--- src/rtl/psram_rx_capture_if.sv ---
// psram_rx_capture_if: capture control, psram pad inputs, read-word valid/ready port and status (master drives, slave is the capture stage)
interface psram_rx_capture_if #(parameter int FIFO_DEPTH = 4);
  logic start;
  logic [7:0] len;
  logic abort;
  logic psram_ce;
  logic psram_dqs_in;
  logic [7:0] psram_io_in;
  logic [31:0] rdata;
  logic rvalid;
  logic rready;
  logic rlast;
  logic busy;
  logic done;
  logic ovf;
  logic [$clog2(FIFO_DEPTH):0] level;
  modport master (
    output start, len, abort, psram_ce, psram_dqs_in, psram_io_in, rready,
    input rdata, rvalid, rlast, busy, done, ovf, level
  );
  modport slave (
    input start, len, abort, psram_ce, psram_dqs_in, psram_io_in, rready,
    output rdata, rvalid, rlast, busy, done, ovf, level
  );
endinterface

--- src/rtl/psram_rx_capture.sv ---
// psram_rx_capture: DDR DQS capture of octal DQ into little-endian 32-bit words queued in a FIFO; ports clk, rst, bus (start/len/abort, psram ce/dqs/io in, rdata/rvalid/rready/rlast out port, busy/done/ovf/level status)
module psram_rx_capture #(
  parameter int FIFO_DEPTH = 4
) (
  input logic clk,
  input logic rst,
  psram_rx_capture_if.slave bus
);
  localparam int AW = $clog2(FIFO_DEPTH);
  typedef enum logic [1:0] {IDLE, CAPT, DONE} state_t;
  state_t state, state_nx;
  logic s1, s2, s3;
  logic [7:0] d1, d2;
  logic [7:0] rem;
  logic [1:0] idx;
  logic [23:0] pack;
  logic ovf;
  logic [32:0] mem [FIFO_DEPTH];
  logic [AW-1:0] wp, rp;
  logic [AW:0] cnt;
  logic ev, take, last_byte, push, pop, full, wr, rvalid;
  logic [31:0] word;
  always_ff @(posedge clk) begin
    if (rst) begin
      {s1, s2, s3} <= '0;
      d1 <= '0;
      d2 <= '0;
    end else begin
      s1 <= bus.psram_dqs_in;
      s2 <= s1;
      s3 <= s2;
      d1 <= bus.psram_io_in;
      d2 <= d1;
    end
  end
  always_comb begin
    ev = (s2 ^ s3) & ~bus.psram_ce;
    take = state == CAPT && ev && !bus.abort;
    last_byte = rem == 8'd1;
    push = take && (idx == 2'd3 || last_byte);
    word = {8'b0, pack} | (32'(d2) << {idx, 3'b000});
    rvalid = cnt != '0;
    pop = rvalid && bus.rready;
    full = cnt == (AW+1)'(FIFO_DEPTH);
    wr = push && (!full || pop);
  end
  always_ff @(posedge clk) state <= rst ? IDLE : state_nx;
  always_comb begin
    state_nx = state == IDLE ? (bus.start ? (bus.len != 8'd0 ? CAPT : DONE) : IDLE)
             : state == CAPT ? ((bus.abort || (push && last_byte)) ? DONE : CAPT)
             : IDLE;
  end
  always_comb begin
    bus.busy = state == CAPT;
    bus.done = state == DONE;
    bus.rvalid = rvalid;
    bus.rdata = rvalid ? mem[rp][31:0] : '0;
    bus.rlast = rvalid && mem[rp][32];
    bus.level = cnt;
    bus.ovf = ovf;
  end
  always_ff @(posedge clk) begin
    if (rst) begin
      rem <= '0;
      idx <= '0;
      pack <= '0;
      ovf <= 1'b0;
    end else begin
      if (state == IDLE && bus.start) begin
        rem <= bus.len;
        idx <= '0;
        pack <= '0;
        ovf <= 1'b0;
      end else if (state == CAPT && bus.abort) begin
        idx <= '0;
        pack <= '0;
      end else if (take) begin
        rem <= rem - 8'd1;
        idx <= idx + 2'd1;
        pack <= push ? '0 : word[23:0];
      end
      if (push && full && !pop) ovf <= 1'b1;
    end
  end
  always_ff @(posedge clk) if (wr) mem[wp] <= {last_byte, word};
  always_ff @(posedge clk) begin
    if (rst) begin
      wp <= '0;
      rp <= '0;
      cnt <= '0;
    end else begin
      if (wr) wp <= wp + AW'(1);
      if (pop) rp <= rp + AW'(1);
      cnt <= cnt + (AW+1)'(wr) - (AW+1)'(pop);
    end
  end
endmodule

--- src/flat_wrapper.sv ---
// flat-port wrapper written by rule: the top's interface ports become plain ports
module psram_rx_capture_flat 
#(
  parameter int FIFO_DEPTH = 4
)
  (clk, rst, bus_start, bus_len, bus_abort, bus_psram_ce, bus_psram_dqs_in, bus_psram_io_in, bus_rready, bus_rdata, bus_rvalid, bus_rlast, bus_busy, bus_done, bus_ovf, bus_level);
  psram_rx_capture_if #(.FIFO_DEPTH(FIFO_DEPTH)) bus_i ();
  input logic clk;
  input logic rst;
  input wire logic [$bits(bus_i.start)-1:0] bus_start;
  input wire logic [$bits(bus_i.len)-1:0] bus_len;
  input wire logic [$bits(bus_i.abort)-1:0] bus_abort;
  input wire logic [$bits(bus_i.psram_ce)-1:0] bus_psram_ce;
  input wire logic [$bits(bus_i.psram_dqs_in)-1:0] bus_psram_dqs_in;
  input wire logic [$bits(bus_i.psram_io_in)-1:0] bus_psram_io_in;
  input wire logic [$bits(bus_i.rready)-1:0] bus_rready;
  output wire logic [$bits(bus_i.rdata)-1:0] bus_rdata;
  output wire logic [$bits(bus_i.rvalid)-1:0] bus_rvalid;
  output wire logic [$bits(bus_i.rlast)-1:0] bus_rlast;
  output wire logic [$bits(bus_i.busy)-1:0] bus_busy;
  output wire logic [$bits(bus_i.done)-1:0] bus_done;
  output wire logic [$bits(bus_i.ovf)-1:0] bus_ovf;
  output wire logic [$bits(bus_i.level)-1:0] bus_level;
  assign bus_i.start = bus_start;
  assign bus_i.len = bus_len;
  assign bus_i.abort = bus_abort;
  assign bus_i.psram_ce = bus_psram_ce;
  assign bus_i.psram_dqs_in = bus_psram_dqs_in;
  assign bus_i.psram_io_in = bus_psram_io_in;
  assign bus_i.rready = bus_rready;
  assign bus_rdata = bus_i.rdata;
  assign bus_rvalid = bus_i.rvalid;
  assign bus_rlast = bus_i.rlast;
  assign bus_busy = bus_i.busy;
  assign bus_done = bus_i.done;
  assign bus_ovf = bus_i.ovf;
  assign bus_level = bus_i.level;
  psram_rx_capture #(.FIFO_DEPTH(FIFO_DEPTH)) u_core (.clk(clk), .rst(rst), .bus(bus_i));
endmodule
--- config.mk ---
export PLATFORM = sky130hd
export DESIGN_NAME = psram_rx_capture_flat
export DESIGN_NICKNAME = d
export VERILOG_FILES = /design/src/rtl/psram_rx_capture_if.sv /design/src/rtl/psram_rx_capture.sv /design/src/flat_wrapper.sv
export SDC_FILE = /design/constraint.sdc
export NUM_CORES = 1
export LEC_CHECK = 0
export ABC_AREA = 1
export CORE_MARGIN = 3
export CORE_UTILIZATION = 35
export CTS_BUF_LIST = sky130_fd_sc_hd__clkbuf_4
export DETAILED_ROUTE_END_ITERATION = 16
export GPL_ROUTABILITY_DRIVEN = 0
export GPL_TIMING_DRIVEN = 0
export PLACE_DENSITY = 0.5
export SYNTH_ARGS = -nofsm -noshare
export SYNTH_HDL_FRONTEND = slang
export SYNTH_SLANG_ARGS = --single-unit
--- constraint.sdc ---
create_clock -name clk -period 3.9 [get_ports clk]
set_clock_uncertainty 0.1 [all_clocks]
set_input_delay 0.78 -clock clk [delete_from_list [all_inputs] [get_ports clk]]
set_output_delay 0.78 -clock clk [all_outputs]
set_load 0.05 [all_outputs]
Word-level counts from Yosys, hierarchy flattened. Memories as Yosys holds them, arrays and structs flattened. A register that Yosys moved wholly into a read port is not among the register bits. Cells that the tools add are included.

Flip-flop bits (word level): 63. Memory bits (writable): 132. Bits of input ports: 23. Output and inout port bits: 40. Memories: 1.

Memory list: u_core.mem (words 4, width 33, rd ports 1, clocked after Yosys merged registers in 1, wr ports 1, RTL line psram_rx_capture.sv:18) `logic [32:0] mem [FIFO_DEPTH];`.

$add $sub $neg: 6. Equal/unequal tests: 6. Shift operators: 1. Mux-type cells: 16. Bitwise operators: 4. Reductions and logical operators: 24.

Operators with widths (number): 32-bit two-way mux (1); 24-bit by 32-bit bitwise OR with 32-bit output (1); 8-bit by 5-bit left shift with 32-bit output (1); 24-bit two-way mux (1); 8-bit two-way mux (3); 2-bit two-way mux (7); 1-bit logical AND (11); 8-bit by 1-bit equality test with 1-bit output, second input constant (1); 8-bit nonzero test (1); 8-bit by 1-bit subtractor with 8-bit output, second input constant (1); 2-bit by 1-bit adder with 2-bit output, second input constant (3); 2-bit equality test, second input constant (2); 1-bit two-way mux (4); 2-bit nonzero test (2); 3-bit by 1-bit adder with 3-bit output (1); 3-bit equality test, second input constant (1); 1-bit logical NOT (3); 1-bit logical OR (3); 3-bit nonzero test (1); 3-bit OR reduction (1); 3-bit by 1-bit subtractor with 3-bit output (1); 2-bit by 1-bit equality test with 1-bit output, second input constant (1); 2-bit logical NOT (1); 2-bit by 1-bit != test with 1-bit output, second input constant (1); 4 further kinds (4).

Longest topological paths before layout. Gate-level depths: netlist of the first run.

Depth in word-level cells: 10. Gate-level depth with buffers: 12. Gate-level depth less buffers: 12.

Least setup slack after synthesis of the first run. No wires, ideal clock.

Kind: in2reg. Start: in bus_abort. End: mem u_core.mem[0][0], enable pin. Arrival time: 2728 ps. Data required time: 3377 ps. Path slack: 649 ps. Stages on the path: 5. Buffers on the path: 0. Path through: nor2_1 > nand2_2 > nor2_8 > nand3_2 > nor2_1.

Longest elaborated chain between the ends: 6.

Ends and longest elaborated chain: from (decl) (RTL line flat_wrapper.sv:12) `input wire logic [$bits(bus_i.abort)-1:0] bus_abort;`; 1-bit logical NOT (RTL line psram_rx_capture.sv:38) `take = state == CAPT && ev && !bus.abort;`; 1-bit logical AND (RTL line psram_rx_capture.sv:38); 1-bit logical AND (RTL line psram_rx_capture.sv:40) `push = take && (idx == 2'd3 || last_byte);`; 1-bit logical AND (RTL line psram_rx_capture.sv:45) `wr = push && (!full || pop);`; 1-bit two-way mux (RTL line psram_rx_capture.sv:85) `always_ff @(posedge clk) if (wr) mem[wp] <= {last_byte, word};`; 1-bit two-way mux (implied by the code) (RTL line psram_rx_capture.sv:85); to (decl) (RTL line psram_rx_capture.sv:18).

No other way between the ends.

==> flow_metrics.env, run 1 <==
export IMPL_grt_pass1_vias=5344
export IMPL_hp_class="flop to flop"
export IMPL_cp_slowest_cell="clkdlybuf4s50_1"
export IMPL_worst_path_max_fanout=10
export IMPL_grt_pass1_wl_um=30100
export IMPL_crit_arrival_ns=2.83
export IMPL_max_stage_delay_ns=0.82
export IMPL_row_count=55
export IMPL_drv_cap=0
export IMPL_io_buffer_count=61
export IMPL_synth_area_um2=8140
export IMPL_fillers=2263
export IMPL_dpl_cell_area_um2=9270
export IMPL_power_density_nw_per_um2=604
export IMPL_final_area_um2=9620
export IMPL_track_usage_pct=15.9
export IMPL_wl_per_cell_um=15.9
export IMPL_clock_sinks=197
export IMPL_io_pins=63
export IMPL_path_class="flop to output port"
export IMPL_crit_required_ns=3.02
export IMPL_ys_ff_latch=197
export IMPL_timing_fmax_mhz=270
export IMPL_drv_slew=0
export IMPL_fp_coreArea_um2=22800
export IMPL_initial_utilization_pct=35.7
export IMPL_viasPerCell=4.61
export IMPL_fin_crit_ns=3.71
export IMPL_slew_headroom_pct=57.3
export IMPL_synth_top_area_cell="edfxtp_1"
export IMPL_clock_path_buffers=2
export IMPL_synth_edf_count=132
export IMPL_ir_worst_vdd_mv=0.285
export IMPL_drt_initial_drc_count=398
export IMPL_synth_area_top_cells="edfxtp_1, dfxtp_1, nor2_1"
export IMPL_drt_pass1_iter_count=6
export IMPL_overflow=0
export IMPL_hpwlAfterDp_um=13300
export IMPL_ys_seq_area_share_pct=64.7
export IMPL_synth_async_reset_ratio_pct=0
export IMPL_antenna_found_initial=1
export IMPL_nets=931
export IMPL_die_w_um=159
export IMPL_clkTransAtPathRegs_ns=0.15
export IMPL_die_area_um2=25100
export IMPL_synth_top_cell_area_share_pct=48.7
export IMPL_cts_root_buf="clkbuf_4"
export IMPL_cts_tree="done"
export IMPL_synth_top_flop_cell="edfxtp_1"
export IMPL_final_cells=1225
export IMPL_syn_inst=814
export IMPL_dp_slack_ns=0.362
export IMPL_placedCellCount=1192
export IMPL_yosysMostFrequentCell="nor2_1"
export IMPL_clk_latency_ns=0.58
export IMPL_power_uw=5810
export IMPL_ant_nets=0
export IMPL_synth_commonest_cells="nor2_1, edfxtp_1, o21ai_0"
export IMPL_cts_max_level=4
export IMPL_drive_gt1_share_pct=9.22
export IMPL_tightest_slew_ns=0.639
export IMPL_fin_crit_sh_pct=95.1
export IMPL_area_growth_pct=18.2
export IMPL_holdWs_ns=0.311
export IMPL_worstReg2RegEnd="u_core.mem[0][16]$_DFFE_PP_"
export IMPL_grt_start_max_net_pins=23
export IMPL_avgSynthCellArea_um2=10.0
export IMPL_rsz0062_at_grt="false"
export IMPL_path_cells="buf_2 > buf_2 > nor2_1 > nor2_1 > o21ai_0 > a21oi_1 > clkdlybuf4s50_1"
export IMPL_end_kind="output port"
export IMPL_finalSetupViolations=0
export IMPL_synth_nets=847
export IMPL_cellLeakagePower_uw=0.00374
export IMPL_drc=0
export IMPL_layout_setup_ws_ns=0.190
export IMPL_yosysUniqueCellTypes=37
export IMPL_status="finished, final reports clean"
export IMPL_die_height_um=159
export IMPL_routed_wl_um=19400
export IMPL_crit_end="bus_rdata[30]"
export IMPL_ys_warn_count=0
export IMPL_finalHoldViolCount=0
export IMPL_ff2ff_path_depth=7
export IMPL_reg2reg_slack_ns=1.38
export IMPL_r2r_start="u_core.rem[1]$_SDFFE_PP0P_"
export IMPL_num_vias=5647
export IMPL_start_kind="flop"
export IMPL_numCtsBuffers=17
## cell usage in the layout, fill, tap and decap left out, types with 4 or more instances in the layout
| cell type | count |
|---|---|
| nand4_1 | 11 |
| ha_1 | 9 |
| a21oi_1 | 67 |
| clkbuf_2 | 9 |
| dlygate4sd2_1 | 11 |
| nor2_4 | 5 |
| o21ai_0 | 84 |
| nor2_2 | 4 |
| inv_6 | 5 |
| nor2_1 | 190 |
| buf_4 | 4 |
| edfxtp_1 | 132 |
| clkdlybuf4s50_1 | 33 |
| nand2_1 | 66 |
| clkbuf_4 | 18 |
| clkbuf_1 | 10 |
| inv_1 | 72 |
| buf_1 | 6 |
| dfxtp_1 | 65 |
| or2_1 | 15 |
| buf_2 | 10 |
| nand3_1 | 27 |
| dlymetal6s2s_1 | 17 |
## how the worst min path moves through the flow
stage | startpoint | slack [ns] | endpoint | cells past startpoint
floorplan | u_core.d1[0]$_SDFF_PP0_ | 0.29 | u_core.d2[0]$_SDFF_PP0_ | 2
global placement | u_core.s1$_SDFF_PP0_ | 0.29 | u_core.s2$_SDFF_PP0_ | 2
detailed placement | u_core.d1[1]$_SDFF_PP0_ | 0.29 | u_core.d2[1]$_SDFF_PP0_ | 2
CTS | u_core.d1[1]$_SDFF_PP0_ | 0.31 | u_core.d2[1]$_SDFF_PP0_ | 2
global route | u_core.d1[4]$_SDFF_PP0_ | 0.33 | u_core.d2[4]$_SDFF_PP0_ | 2
finish | u_core.d1[1]$_SDFF_PP0_ | 0.31 | u_core.d2[1]$_SDFF_PP0_ | 2
## kinds of logic (layout without fill, tap and decap cells)
| logic type | Yosys count | count (layout) | synth area share [%] |
|---|---|---|---|
| AOI/OAI and AO/OA | 162 | 162 | 10.4 |
| xor gates and xnor gates | 1 | 1 | 0.108 |
| adders and majority gates | 10 | 10 | 1.63 |
| buffers and inverters | 119 | 216 | 6.12 |
| DFF | 197 | 197 | 64.7 |
| other | 0 | 1 | 0 |
| and+or+nand+nor | 325 | 325 | 17.1 |
## registers in the layout, indices dropped and copies added (netlist names), named ones only
signal            flops
u_core.idx            2
u_core.rem            8
u_core.s3             1
u_core.s1             1
u_core.bus.ovf        1
u_core.d1             8
u_core.rp             2
u_core.bus.level      3
u_core.wp             2
u_core.mem          132
u_core.s2             1
u_core.d2             8
u_core.state          2
u_core.pack          24
## area by class of cell
class                      instances  area (µm²)  share of cell area (%)
inverter                          77         289                    3.00
timing repair buffer              65         734                    7.63
clock buffer                      18         135                    1.40
buffer                            42         219                    2.28
clock inverter                    14         171                    1.78
sequential                       197        5270                    54.7
multi-input combinational        498        2420                    25.1
antenna                            1        2.50                  0.0260
tap                              313         392                    4.07
## routing by layer
metal	vias up	routed length (µm)	global-route usage [%]
li1	2878	-	-
met1	2638	9180	21.6
met2	115	9170	26.0
met3	16	853	3.40
met4	0	249	4.26
met5	-	0	0
## worst max-delay path: cells and delay by family (launching register included)
| kind | cells | cell delay (ns) |
|---|---|---|
| DFF | 1 | 0.43 |
| buffers and inverters | 3 | 1.42 |
| and+or+nand+nor | 2 | 0.14 |
| AOI/OAI and AO/OA | 2 | 0.26 |
## report_power, final
| part | leakage [µW] | switching (µW) | total [µW] | internal [µW] |
|---|---|---|---|---|
| clock network | 0.000162 | 707 | 1170 | 459 |
| logic | 0.00183 | 1700 | 2350 | 649 |
| registers | 0.00175 | 48.8 | 2300 | 2250 |
## per-stage QoR
| stage | TNS, ns | util (%) |
|---|---|---|
| finish | 0 | 42.3 |
| global route | 0 | 42.3 |
| CTS | 0 | 42.0 |
| detailed placement | 0 | 40.7 |
| global placement | -155.52 | 40.1 |
| floorplan | 0 | - |
## what timing repair did
item,in CTS,in global routing
hold buffers,0,0
endpoints found under the setup margin,33,18
resized for setup,19,19
buffers inserted,0,0
No activity file was read; power rests on OpenSTA's default activity.
==> run 2, diff against run 1 <==
--- a/config.mk
+++ b/config.mk
@@ -6,13 +6,14 @@
 export NUM_CORES = 1
 export LEC_CHECK = 0
 export ABC_AREA = 1
+export CORE_ASPECT_RATIO = 0.7
 export CORE_MARGIN = 3
 export CORE_UTILIZATION = 35
 export CTS_BUF_LIST = sky130_fd_sc_hd__clkbuf_4
 export DETAILED_ROUTE_END_ITERATION = 16
 export GPL_ROUTABILITY_DRIVEN = 0
 export GPL_TIMING_DRIVEN = 0
-export PLACE_DENSITY = 0.5
+export PLACE_DENSITY = 0.52
 export SYNTH_ARGS = -nofsm -noshare
 export SYNTH_HDL_FRONTEND = slang
 export SYNTH_SLANG_ARGS = --single-unit
==> constraint.sdc (replaced) <==
create_clock -name clk -period 3.4 [get_ports clk]
set_clock_uncertainty 0.1 [all_clocks]
set_input_delay 0.68 -clock clk [delete_from_list [all_inputs] [get_ports clk]]
set_output_delay 0.68 -clock clk [all_outputs]
set_load 0.05 [all_outputs]
==> flow_metrics.env, run 2 (synthesis results as in run 1) <==
export IMPL_clock_path_buffers=2
export IMPL_ir_worst_vdd_mv=0.396
export IMPL_grt_busiest_layer="met1"
export IMPL_clk_latency_ns=0.59
export IMPL_fp_coreArea_um2=22700
export IMPL_utilization_pct=41.7
export IMPL_initial_utilization_pct=35.8
export IMPL_clock_sinks=197
export IMPL_drv_slew=0
export IMPL_largest_reg_flops=132
export IMPL_die_height_um=134
export IMPL_intPower_uw=3630
export IMPL_multiInputGateArea_um2=2420
export IMPL_drt_initial_drc_count=433
export IMPL_numCtsBuffers=17
export IMPL_fin_crit_sh_pct=94.8
export IMPL_area_growth_pct=16.5
export IMPL_routed_wl_um=19800
export IMPL_seqPwrFrac_pct=40.5
export IMPL_swShare_pct=44.1
export IMPL_timing_fmax_mhz=310
export IMPL_fillers=2262
export IMPL_fin_crit_ns=3.22
export IMPL_antenna_found_initial=0
export IMPL_largestRegisters="u_core.mem: 132 flops, u_core.pack: 24 flops"
export IMPL_use_met3_pct=3.16
export IMPL_power_frac_comb_pct=41.0
export IMPL_cts_max_level=4
export IMPL_power_density_nw_per_um2=685
export IMPL_hp_class="input pin to flop"
export IMPL_final_cell_mix="nor2_1, edfxtp_1, o21ai_0"
export IMPL_cellLeakagePower_uw=0.00350
export IMPL_hpwlAfterDp_um=13500
export IMPL_grt_pass1_vias=5240
export IMPL_start_kind="flop"
export IMPL_power_uw=6500
export IMPL_io_pins=63
export IMPL_top_register="u_core.mem"
export IMPL_cp_slowest_cell="clkdlybuf4s15_1"
export IMPL_status="finished, final reports clean"
export IMPL_cts_tree="done"
export IMPL_hold_buffers=0
export IMPL_grt_pass1_wl_um=30700
export IMPL_holdWs_ns=0.281
export IMPL_die_w_um=188
export IMPL_tightest_slew_ns=0.629
export IMPL_p_clk_share_pct=18.5
export IMPL_cts_root_buf="clkbuf_4"
export IMPL_row_count=46
export IMPL_insertedDiodeCount=0
export IMPL_die_area_um2=25200
export IMPL_ant_nets=0
export IMPL_io_buffer_count=61
export IMPL_drc=0
export IMPL_max_stage_delay_ns=0.51
export IMPL_finalHoldViolCount=0
export IMPL_grt_use_met1_pct=24.1
export IMPL_final_common_cell="nor2_1"
export IMPL_num_vias=5653
export IMPL_drt_pass1_iter_count=5
export IMPL_finalSetupViolations=0
export IMPL_nets=933
export IMPL_ff_latch_area_um2=5270
export IMPL_overflow=0
export IMPL_net_switching_power_uw=2870
export IMPL_met2_usage_pct=23.7
export IMPL_worst_path_max_fanout=10
export IMPL_path_cells="clkbuf_4 > buf_2 > nor2_1 > nor2_1 > o21ai_0 > a21oi_1 > clkdlybuf4s15_1"
export IMPL_wl_per_cell_um=16.2
export IMPL_drive_gt1_share_pct=13.3
export IMPL_viasPerCell=4.61
export IMPL_clkTransAtPathRegs_ns=0.17
export IMPL_grt_start_max_net_pins=25
export IMPL_drv_cap=0
export IMPL_path_class="flop to output port"
export IMPL_crit_arrival_ns=2.44
export IMPL_end_kind="output port"
export IMPL_track_usage_pct=16.0
export IMPL_cpMostUsedCell="nor2_1"
export IMPL_slew_headroom_pct=58.1
export IMPL_crit_required_ns=2.62
[run 2: cell types whose count changed in the layout (fill, tap and decap cells not counted), moves of 3 or more]
cell	previous run	this run
dlymetal6s2s_1	17	0
buf_1	6	3
clkdlybuf4s15_2	0	12
dlygate4sd2_1	11	1
clkdlybuf4s50_1	33	28
buf_2	10	14
clkbuf_2	9	26
[run 2: worst paths after layout]
kind                                            startpoint                     endpoint  slack [ns]  depth (start not counted)
worst min-delay path                                   rst   u_core.rem[6]$_SDFFE_PP0P_        0.28                          2
worst max-delay path                                  flop                 bus_rdata[8]        0.18                          7
worst min register to register     u_core.d1[5]$_SDFF_PP0_      u_core.d2[5]$_SDFF_PP0_        0.31                          2
worst max register to register  u_core.rem[1]$_SDFFE_PP0P_  u_core.mem[3][17]$_DFFE_PP_        0.92                          7
[run 2: timing repair]
| item | in CTS | in global routing |
|---|---|---|
| pin swaps | 1 | 0 |
| setup buffers | 2 | 0 |
| resized for setup | 86 | 36 |
| endpoints found under the setup margin | 34 | 29 |
[run 2: through the flow]
| stage | TNS (ns) | instance area [µm²] | std cells | setup WS [ns] |
|---|---|---|---|---|
| 4_1_cts | 0 | 9560 | 1225 | 0.000917 |
| 3_5_place_dp | -0.165 | 9260 | 1191 | -0.0812 |
| 2_1_floorplan | 0 | 8140 | 814 | 0.249 |
| 5_1_grt | -0.000867 | 9490 | 1225 | -0.000867 |
| 6_report | 0 | 9490 | 1225 | 0.178 |
| 3_3_place_gp | -210.79 | 9140 | 1187 | -1.68 |
[run 2: final cells by class]
| type | instances | share of cell area (%) |
|---|---|---|
| buffer | 42 | 2.43 |
| clock buffer | 18 | 1.42 |
| clock inverter | 14 | 1.33 |
| inverter | 77 | 3.05 |
| multi-input combinational | 498 | 25.5 |
| sequential | 197 | 55.5 |
| tap | 312 | 4.11 |
| timing repair buffer | 67 | 6.71 |
[run 2: layer usage]
layer	share of wire [%]	wire length, µm
met5	0	0
met4	0.76	151
met3	4.9	974
met2	43	8490
met1	52	10200
[run 2: power by group through the flow]
stage | Clock [µW] | Combinational, µW | Sequential (µW)
floorplan | 0 | 1780 | 2720
global placement | 0 | 2810 | 2680
detailed placement | 0 | 2810 | 2680
CTS | 1230 | 2750 | 2630
global route | 1320 | 2860 | 2640
finish | 1200 | 2660 | 2630
[run 2: critical path, delay by kind of cell, from the launching register on]
family	cells	cell delay, ns
buf+inv	3	1.05
flops	1	0.45
compound gates	2	0.22
simple gates	2	0.16
